File: config.mk
export PLATFORM = sky130hd
export DESIGN_NAME = xor_rr_scheduler_flat
export DESIGN_NICKNAME = d
export VERILOG_FILES = /design/src/rtl/xor_rr_scheduler_if.sv /design/src/rtl/xor_rr_scheduler.sv /design/src/flat_wrapper.sv
export SDC_FILE = /design/constraint.sdc
export NUM_CORES = 1
export LEC_CHECK = 0
export ABC_AREA = 1
export CAP_MARGIN = 20
export CORE_MARGIN = 10
export CORE_UTILIZATION = 46
export DETAILED_ROUTE_END_ITERATION = 7
export GPL_ROUTABILITY_DRIVEN = 0
export PLACE_DENSITY_LB_ADDON = 0.12
export SLEW_MARGIN = 5
export SYNTH_ARGS = -nofsm -noshare
export SYNTH_HDL_FRONTEND = slang
export SYNTH_SLANG_ARGS = --single-unit
File: constraint.sdc
create_clock -name clk -period 2.24 [get_ports clk]
set_input_delay 0.224 -clock clk [delete_from_list [all_inputs] [get_ports clk]]
set_output_delay 0.224 -clock clk [all_outputs]
set_load 0.02 [all_outputs]
File: src/rtl/xor_rr_scheduler_if.sv
// Handshake bundle between requesters and the shared XOR scheduler.
// The parity signal exists only when XOR_PARITY_EN is defined.
interface xor_rr_scheduler_if #(
    parameter int unsigned N_REQ = 4,
    parameter int unsigned WIDTH = 8
);
    logic [N_REQ-1:0]       req;
    logic [N_REQ*WIDTH-1:0] a_in;
    logic [N_REQ*WIDTH-1:0] b_in;
    logic [N_REQ-1:0]       gnt;
    logic                   busy;
    logic                   done;
    logic [WIDTH-1:0]       y;
`ifdef XOR_PARITY_EN
    logic                   parity;

    modport master (output req, a_in, b_in, input gnt, busy, done, y, parity);
    modport slave  (input req, a_in, b_in, output gnt, busy, done, y, parity);
`else
    modport master (output req, a_in, b_in, input gnt, busy, done, y);
    modport slave  (input req, a_in, b_in, output gnt, busy, done, y);
`endif
endinterface

File: src/rtl/xor_rr_scheduler.sv
// Round-robin scheduler sharing one registered XOR datapath between N_REQ requesters.
// Optional feature macro: XOR_PARITY_EN adds a registered parity output (^y).
module xor_rr_scheduler #(
    parameter int unsigned N_REQ = 4,
    parameter int unsigned WIDTH = 8
) (
    input logic               clk,
    input logic               rst,
    xor_rr_scheduler_if.slave bus
);
    localparam int unsigned PtrW = (N_REQ > 1) ? $clog2(N_REQ) : 1;

    typedef enum logic [1:0] {StIdle, StCalc, StDone} state_e;

    state_e           state_q;
    logic [PtrW-1:0]  ptr_q;
    logic [PtrW-1:0]  cur_q;
    logic [WIDTH-1:0] a_lat_q;
    logic [WIDTH-1:0] b_lat_q;
    logic [N_REQ-1:0] gnt_q;
    logic             busy_q;
    logic             done_q;
    logic [WIDTH-1:0] y_q;
`ifdef XOR_PARITY_EN
    logic             parity_q;
`endif

    logic [PtrW-1:0]  win;
    logic [PtrW-1:0]  cand;
    logic             found;
    int               idx;

    // First requester at or after ptr_q, wrapping modulo N_REQ.
    always_comb begin
        win   = '0;
        cand  = '0;
        found = 1'b0;
        idx   = 0;
        for (int k = 0; k < int'(N_REQ); k++) begin
            idx = int'(ptr_q) + k;
            if (idx >= int'(N_REQ)) idx = idx - int'(N_REQ);
            cand = PtrW'(idx);
            if (!found && bus.req[cand]) begin
                found = 1'b1;
                win   = cand;
            end
        end
    end

    always_ff @(posedge clk or posedge rst) begin
        if (rst) begin
            state_q  <= StIdle;
            ptr_q    <= '0;
            cur_q    <= '0;
            a_lat_q  <= '0;
            b_lat_q  <= '0;
            gnt_q    <= '0;
            busy_q   <= 1'b0;
            done_q   <= 1'b0;
            y_q      <= '0;
`ifdef XOR_PARITY_EN
            parity_q <= 1'b0;
`endif
        end else begin
            case (state_q)
                StIdle: begin
                    if (found) begin
                        cur_q   <= win;
                        a_lat_q <= bus.a_in[win*WIDTH +: WIDTH];
                        b_lat_q <= bus.b_in[win*WIDTH +: WIDTH];
                        gnt_q   <= N_REQ'(1) << win;
                        busy_q  <= 1'b1;
                        state_q <= StCalc;
                    end else begin
                        gnt_q   <= '0;
                    end
                end
                StCalc: begin
                    y_q      <= a_lat_q ^ b_lat_q;
`ifdef XOR_PARITY_EN
                    parity_q <= ^(a_lat_q ^ b_lat_q);
`endif
                    done_q   <= 1'b1;
                    state_q  <= StDone;
                end
                StDone: begin
                    done_q  <= 1'b0;
                    gnt_q   <= '0;
                    busy_q  <= 1'b0;
                    ptr_q   <= (cur_q == PtrW'(N_REQ - 1)) ? '0 : cur_q + PtrW'(1);
                    state_q <= StIdle;
                end
                default: state_q <= StIdle;
            endcase
        end
    end

    assign bus.gnt    = gnt_q;
    assign bus.busy   = busy_q;
    assign bus.done   = done_q;
    assign bus.y      = y_q;
`ifdef XOR_PARITY_EN
    assign bus.parity = parity_q;
`endif

endmodule

File: src/flat_wrapper.sv
// flat-port wrapper written by rule: the top's interface ports become plain ports
module xor_rr_scheduler_flat 
#(
    parameter int unsigned N_REQ = 4,
    parameter int unsigned WIDTH = 8
)
  (clk, rst, bus_req, bus_a_in, bus_b_in, bus_gnt, bus_busy, bus_done, bus_y);
  xor_rr_scheduler_if #(.N_REQ(N_REQ), .WIDTH(WIDTH)) bus_i ();
  input logic clk;
  input logic rst;
  input wire logic [$bits(bus_i.req)-1:0] bus_req;
  input wire logic [$bits(bus_i.a_in)-1:0] bus_a_in;
  input wire logic [$bits(bus_i.b_in)-1:0] bus_b_in;
  output wire logic [$bits(bus_i.gnt)-1:0] bus_gnt;
  output wire logic [$bits(bus_i.busy)-1:0] bus_busy;
  output wire logic [$bits(bus_i.done)-1:0] bus_done;
  output wire logic [$bits(bus_i.y)-1:0] bus_y;
  assign bus_i.req = bus_req;
  assign bus_i.a_in = bus_a_in;
  assign bus_i.b_in = bus_b_in;
  assign bus_gnt = bus_i.gnt;
  assign bus_busy = bus_i.busy;
  assign bus_done = bus_i.done;
  assign bus_y = bus_i.y;
  xor_rr_scheduler #(.N_REQ(N_REQ), .WIDTH(WIDTH)) u_core (.clk(clk), .rst(rst), .bus(bus_i));
endmodule
[Word-level counts from Yosys, hierarchy flattened]
Cells that the tools add are included.
Widths: inputs -> output; s select.
Storage, ports and cells
  input bits: 70
  register bits: 36
Cells by class
  muxes and demuxes: 28
  add/sub/neg operators: 8
  $lt $le $gt $ge: 8
  shift operators: 3
  bitwise logic cells: 1
  reductions and logical operators: 11
  eq/ne operators: 4
Operator list (count)
  $shiftx 32x6->8: 2
  $mux 2: 10
  $lt 2x3->1 const B: 4
  $ge 3x3->1 const B: 3
  $mux 1: 9
  $bmux 1 s2: 4
  $pmux 4 s2: 1
  $sub 2x1->2 const B: 4
  $xor 8x8->8: 1
  $add 2x2->3 const B: 2
  $eq 2x2->1 const B: 2
  $mux 4: 1
  $pmux 1 s2: 2
  $pmux 2 s2: 1
  $reduce_and 2->1: 2
  $reduce_bool 2->1: 2
  $shl 1x2->4 const A: 1
  $add 2x1->3 const B: 1
  $ge 2x3->1 const B: 1
  $logic_and 1x1->1: 3
  $logic_not 1->1: 3
  $add 2x1->2 const B: 1
  $eq 2x1->1 const B: 1
  $logic_not 2->1: 1
  $ne 2x1->1 const B: 1

[Longest topological paths before layout]
Gate-level depths: netlist of run 1.
  depth in word-level cells: 17
  depth in mapped cells: 16

[Least setup slack after synthesis of run 1]
Ideal clock, no wire load.
  kind: flip-flop to flip-flop
  start: register u_core.ptr_q[0]
  end: register u_core.a_lat_q[2]
  path slack: 539 ps
  library setup time: 117 ps
  buffers on the path: 2
  cell stages (with the launch flop): 14
  clock period less this slack: 1701 ps
  data arrival time: 1585 ps
  cell sequence: dfrtp_1 buf_6 nand2_2 nand3_2 nand2_2 o21a_1 nand2_1 nor2_2 clkinv_2 buf_4 nand2_1 nand2_1 nand2_1 nand2_1
Between the ends
  longest elaborated chain between the ends: 15
  elaborated cells between the ends (all ways): 39
RTL lines
  from (decl): RTL line xor_rr_scheduler.sv:16  | logic [PtrW-1:0] ptr_q;
  from (signal assigned): RTL line xor_rr_scheduler.sv:90  | ptr_q <= (cur_q == PtrW'(N_REQ - 1)) ? '0 : cur_q + PtrW'(1);
  parallel branches: the longest is 15 deep, another holds $add 2x1->3
  to (signal assigned): RTL line xor_rr_scheduler.sv:69  | a_lat_q <= bus.a_in[win*WIDTH +: WIDTH];
  to (decl): RTL line xor_rr_scheduler.sv:18  | logic [WIDTH-1:0] a_lat_q;
Parallel ways; which one is timed is not known. The select of a mux whose other input is x is not followed.
A chain may end at the register's enable or synchronous reset.

[Worst setup path in the final report of run 1]
  start: register u_core.ptr_q[0]
  end: register u_core.b_lat_q[4]
Between the ends
  longest elaborated chain between the ends: 15
  elaborated cells between the ends (all ways): 39
RTL lines
  parallel branches: the longest is 15 deep, another holds $add 2x1->3
  to (signal assigned): RTL line xor_rr_scheduler.sv:70  | b_lat_q <= bus.b_in[win*WIDTH +: WIDTH];
  to (decl): RTL line xor_rr_scheduler.sv:19  | logic [WIDTH-1:0] b_lat_q;
Parallel ways; which one is timed is not known. The select of a mux whose other input is x is not followed.

==> out/qor.yml, run 1 <==
drt:
  drc: 0
  vias: 2495
  ant_nets: 0
  drt_pass1_iterations: 4
  routedWlPerCell_um: 12.5
  drt-total-wl_um: 6580
  vias_per_cell: 4.75
  drt_iter0_markers: 184
job:
  cap_violations: 0
critical_path:
  critPathRequiredTime_ps: 2470
  arrival_ps: 2230
  path_cells: "buf_4 > nand2_2 > nand3_2 > nand2_2 > nor2_4 > nand3_2 > nand2_4 > buf_4 > nand3_1 > nand2_1 > nand2_1 > nand2_1 > nand2_1 > nand2_1"
  path_common_cell: "nand2_1"
  crit_type: "flop to flop"
  cp-end-kind: "flop"
  crit_fanout: 21
  cp-start-kind: "flop"
  critPathSlowestCell: "dfrtp_1"
  max_stage_delay_ps: 430
power:
  worst_ir_drop_vdd_mv: 0.923
  p_total_mw: 5.66
  p_per_area_nw_per_um2: 1650
  p_leak_nw: 1.78
final_layout:
  fin_nets: 529
  utilization: 0.669
  drive_gt1_frac: 0.0791
  diodes: 0
  n_fill_cell: 511
  final_area_um2: 3440
  syn2layout_area_growth_pct: 40.6
clock_network:
  clock_path_buffers: 2
  htreeDepth: 2
  clockRootBuffer: "clkbuf_8"
  clkTransAtPathRegs_ps: 70
  cts_buffers: 5
  postCtsSetupRepairBufs: 0
  cts.sinks: 36
  cts_tree: "yes"
  insertion_delay_ps: 290
global_route:
  grt-ovfl-total: 0
  grt_use_total: 0.159
  grt_pass1_vias: 2504
  grt_max_degree: 37
  grt_pass1_wl_um: 11500
  antenna_found_initial: 0
die:
  initial_utilization: 0.476
  die-area_um2: 8630
  pin_count: 84
  rows: 26
  die_w_um: 92.9
  core_um2: 5140
  die_h_um: 92.9
synthesis:
  synth-edff-count: 0
  dominantRegCellSynth: "dfrtp_1"
  yosys-top-cells-count: "nand2_1, dfrtp_1, nand3_1"
  synthCells: 372
  ys_seq_area_frac: 0.368
  synth_top_area_frac: 0.368
  synth-async-reset-ratio: 1.00
  ys_ff_latch: 36
  synth_cell_types: 26
  netlist_top_cells_area: "dfrtp_1, nand2_1, nand3_1"
  syn-num-nets: 447
  synth_top_area_cell: "dfrtp_1"
  yosysMostFrequentCell: "nand2_1"
  synth_area_um2: 2440
  yosysWarnings: 0
  synth_area_per_cell_um2: 6.57
timing:
  tightest_slew_ps: 437
  tns_ps: 0
  rsz0062_at_grt: "no"
  finalClockSkew_ps: 6.33
  setup_ws_ps: 243
  fin_crit_sh: 0.891
  slew_viol_final: 0
  hold_violations: 0
  slew_headroom: 0.708
  fin_crit_ps: 2000
  max_freq_mhz: 501
  setup_viol_count_final: 0
place:
  io_buffers: 83
  dpl-instance-area_um2: 3320
  dpl_worst_slack_ps: 114
  hpwl_um: 5300
hold_path:
  hp-class: "input pin to async pin"
outcome:
  status: "finished clean"
[metrics by stage]
step	instances	hold slack (ps)
after floorplan	372	391
after global placement	517	466
after detailed placement	517	472
after CTS	525	348
after global routing	525	385
final	525	341
[critical path: cells and delay by family, from the launching register on]
family	cells	cell delay, ps
AND/OR/NAND/NOR	12	1040
buffers and inverters	2	440
flip-flops	1	430
[metal layers]
layer	up-vias	part of all wire	track usage	wire (µm)
li1	1317	-	-	-
met1	1099	0.46	0.202	3050
met2	74	0.43	0.243	2850
met3	5	0.090	0.0630	594
met4	0	0.012	0.0463	81
met5	-	0	0	0
[layout make-up]
cell class                      instances  area [µm²]  share of cell area
Multi-Input combinational cell        296        1360               0.394
Clock inverter                          2        35.0              0.0102
Tap cell                               70        87.6              0.0255
Clock buffer                            6        72.6              0.0211
Timing Repair Buffer                   92         898               0.261
Inverter                               23        87.6              0.0255
Sequential cell                        36         901               0.262
[final timing paths]
path,from,end,slack [ps],depth (start not counted)
worst min-delay path,rst,u_core.bus.gnt[0],340,3
worst max register to register,u_core.ptr_q[0],u_core.b_lat_q[4],240,14
worst min register to register,u_core.bus.y[0],u_core.bus.y[0],480,2
min in group clk,u_core.bus.y[0],u_core.bus.y[0],480,2
worst max-delay path,u_core.ptr_q[0],u_core.b_lat_q[4],240,14
max in group asynchronous,rst,u_core.state_q[1],1590,3
[cells by family after synthesis]
family	Yosys count	synth area share
compound gates	23	0.0517
flops	36	0.368
buf+inv	40	0.0824
fa+ha+maj	5	0.0256
simple gates	260	0.443
xor+xnor	8	0.0287
[state kept, by name, indices dropped and copies added, names as in the netlist]
signal           count
u_core.bus.y         8
u_core.state_q       2
u_core.bus.gnt       4
u_core.b_lat_q       8
u_core.cur_q         2
u_core.bus.done      1
u_core.bus.busy      1
u_core.ptr_q         2
u_core.a_lat_q       8
[cell usage in the layout (no fill, tap or decap), drive strengths merged, types with 2 or more instances in the layout]
master / synthesis / final
a21oi: 3 / 3
nand3: 38 / 38
dfrtp: 36 / 36
o22ai: 5 / 5
buf: 15 / 9
o21ai: 13 / 13
nand2: 214 / 214
inv: 22 / 22
ha: 5 / 5
xnor2: 8 / 8
clkdlybuf4s50: 0 / 83
clkbuf: 2 / 6
clkinv: 1 / 2
nor2: 6 / 6
[report_power, final]
part	switching [mW]	internal, mW	total (mW)
registers	0.198	0.967	1.16
clock network	0.233	0.330	0.563
logic	2.46	1.47	3.93
[repair_timing]
item                                   4_1_cts  5_1_grt
setup endpoints to repair                    0        5
endpoints found under the hold margin        0        0
hold buffers                                 0        0
resized for setup                            0        2
Power figures use the tool's default switching activity.
==> run 2, diff against run 1 <==
- CTS_CLUSTER_DIAMETER: default -> 200
==> results of run 2 <==
Same layout as run 1: the final DEF is identical, and so are final timing and power.
==> run 3, diff against run 2 <==
- CAP_MARGIN: 20 -> default
- CORE_MARGIN: 10 -> default
==> out/qor.yml, run 3 (same netlist as run 1, synthesis figures left out) <==
drt:
  ant_nets: 0  # unchanged
  vias: 2477  # -0.72%
  drc: 0  # unchanged
  drt_iter0_markers: 132  # -28%
  drt-total-wl_um: 5590  # -15%
  routedWlPerCell_um: 10.7  # -15%
  vias_per_cell: 4.74  # -0.34%
  drt_pass1_iterations: 4  # unchanged
outcome:
  status: "finished clean"
die:
  rows: 26  # unchanged
  die_w_um: 74.9  # -19%
  core_um2: 5110  # -0.63%
  die_h_um: 74.9  # -19%
  initial_utilization: 0.479  # +0.00303
  die-area_um2: 5610  # -35%
  pin_count: 84  # unchanged
critical_path:
  crit_fanout: 28  # +33%
  worstReg2RegStart: "u_core.ptr_q[0]"
  worstReg2RegEnd: "u_core.a_lat_q[2]"
  r2r_cells: 13  # -1
  cp-end-kind: "flop"
  rrSetupSlack_ps: 250  # about the same
  startpoint: "u_core.ptr_q[0]"
  cp-start-kind: "flop"
  crit_type: "flop to flop"
  arrival_ps: 2180  # -50 ps
  endpoint: "u_core.a_lat_q[2]"
  critPathRequiredTime_ps: 2430  # -40 ps
clock_network:
  cts_resized: 0  # unchanged
  cts.sinks: 36  # unchanged
  htreeDepth: 2  # unchanged
  clock_path_buffers: 2  # unchanged
  cts_buffers: 5  # unchanged
  cts_tree: "yes"
  insertion_delay_ps: 290  # about the same
  ctsHoldBuffers: 0  # unchanged
  postCtsSetupRepairBufs: 0  # unchanged
  clockRootBuffer: "clkbuf_8"
  clkTransAtPathRegs_ps: 70  # about the same
hold_path:
  hp-class: "input pin to async pin"
timing:
  max_freq_mhz: 501  # about the same
  tns_ps: 0  # unchanged
  slew_viol_final: 0  # unchanged
  setup_viol_count_final: 0  # unchanged
  fin_crit_sh: 0.891  # about the same
  tightest_slew_ps: 443  # +5.27 ps
  finalClockSkew_ps: 5.46  # -0.868 ps
  fin_crit_ps: 1990  # -1.63 ps
  slew_headroom: 0.705  # -0.00351
  rsz0062_at_grt: "no"
  hold_violations: 0  # unchanged
global_route:
  grt-ovfl-total: 0  # unchanged
  grt_pass1_vias: 2187  # -13%
  grt_use_total: 0.218  # +0.0585
  grt_pass1_wl_um: 9400  # -18%
  antenna_found_initial: 0  # unchanged
  grt_max_degree: 37  # unchanged
final_layout:
  drive_gt1_frac: 0.0751  # -0.00407
  final_common_cell: "nand2_1"
  fin_nets: 527  # -0.38%
  mostFrequentLayoutCells: "nand2_1, clkdlybuf4s50_1, nand3_1, dfrtp_1, inv_1"
  diodes: 0  # unchanged
  syn2layout_area_growth_pct: 40.8
place:
  io_buffers: 83  # unchanged
  hpwl_um: 4280  # -19%
job:
  cap_violations: 0  # unchanged
power:
  p_leak_nw: 1.78  # -0.23%
  worst_ir_drop_vdd_mv: 1.03  # +12%
  p_total_mw: 5.65  # -0.16%
  p_per_area_nw_per_um2: 1640  # -0.30%
==> run 3: cell types whose count changed in the layout (fill, tap and decap cells not counted), sizes merged <==
cell	previous run	this run
buf	9	7
clkinvlp	0	1
clkinv	2	1
clkbuf	6	5
inv	22	23
==> run 3: final cells by class <==
class / count / area (µm²)
clock inverters: 3 / 42.5
multi-input cells: 296 / 1350
fillers: 466 / 1670
clock buffers: 5 / 68.8
well taps: 70 / 87.6
inverters: 23 / 91.3
repair buffers: 90 / 900
flip-flops and latches: 36 / 901
==> run 3: how the worst min path moves through the flow <==
stage                              endpoint             from  slack (ps)  cells after the start
after floorplan           u_core.a_lat_q[0]              rst         390                      1
after global placement      u_core.bus.y[1]  u_core.bus.y[1]         470                      2
after detailed placement    u_core.bus.y[1]  u_core.bus.y[1]         480                      2
after CTS                 u_core.bus.gnt[0]              rst         340                      3
after global routing      u_core.bus.gnt[0]              rst         400                      3
final                     u_core.bus.gnt[0]              rst         330                      3
==> run 3: report_power, final <==
| group | internal, mW | leakage, nW | switching, mW |
|---|---|---|---|
| combinational | 1.48 | 1.27 | 2.43 |
| sequential | 0.967 | 0.449 | 0.206 |
| clock | 0.329 | 0.0541 | 0.234 |
| total | 2.78 | 1.78 | 2.87 |
==> run 3: worst max-delay path, stage by stage (launching register included) <==
cell and delay (ps):
dfrtp_1 490, buf_4 210, nand2_2 60, nand3_1 90, nand2_1 90, a21oi_1 180
nand2_2 160, buf_6 220, nand3_1 100, nand2_1 70, nand2_1 60, nand2_1 50
nand2_1 50, nand2_1 50
==> run 3: metal layers <==
layer | track usage | share of wire
met3 | 0.0455 | 0.064
met1 | 0.296 | 0.49
met4 | 0.0503 | 0.0095
met5 | 0 | 0
met2 | 0.357 | 0.44
==> run 3: through the flow <==
step / cell area [µm²] / worst slack (ps) / util / instances / hold slack (ps)
6_report: 3440 / 245 / 0.674 / 523 / 327
2_1_floorplan: 2440 / 539 / - / 372 / 391
3_3_place_gp: 3310 / 177 / 0.649 / 515 / 471
4_1_cts: 3430 / 187 / 0.671 / 523 / 341
5_1_grt: 3440 / 29.1 / 0.674 / 523 / 400
3_5_place_dp: 3310 / 103 / 0.649 / 515 / 477
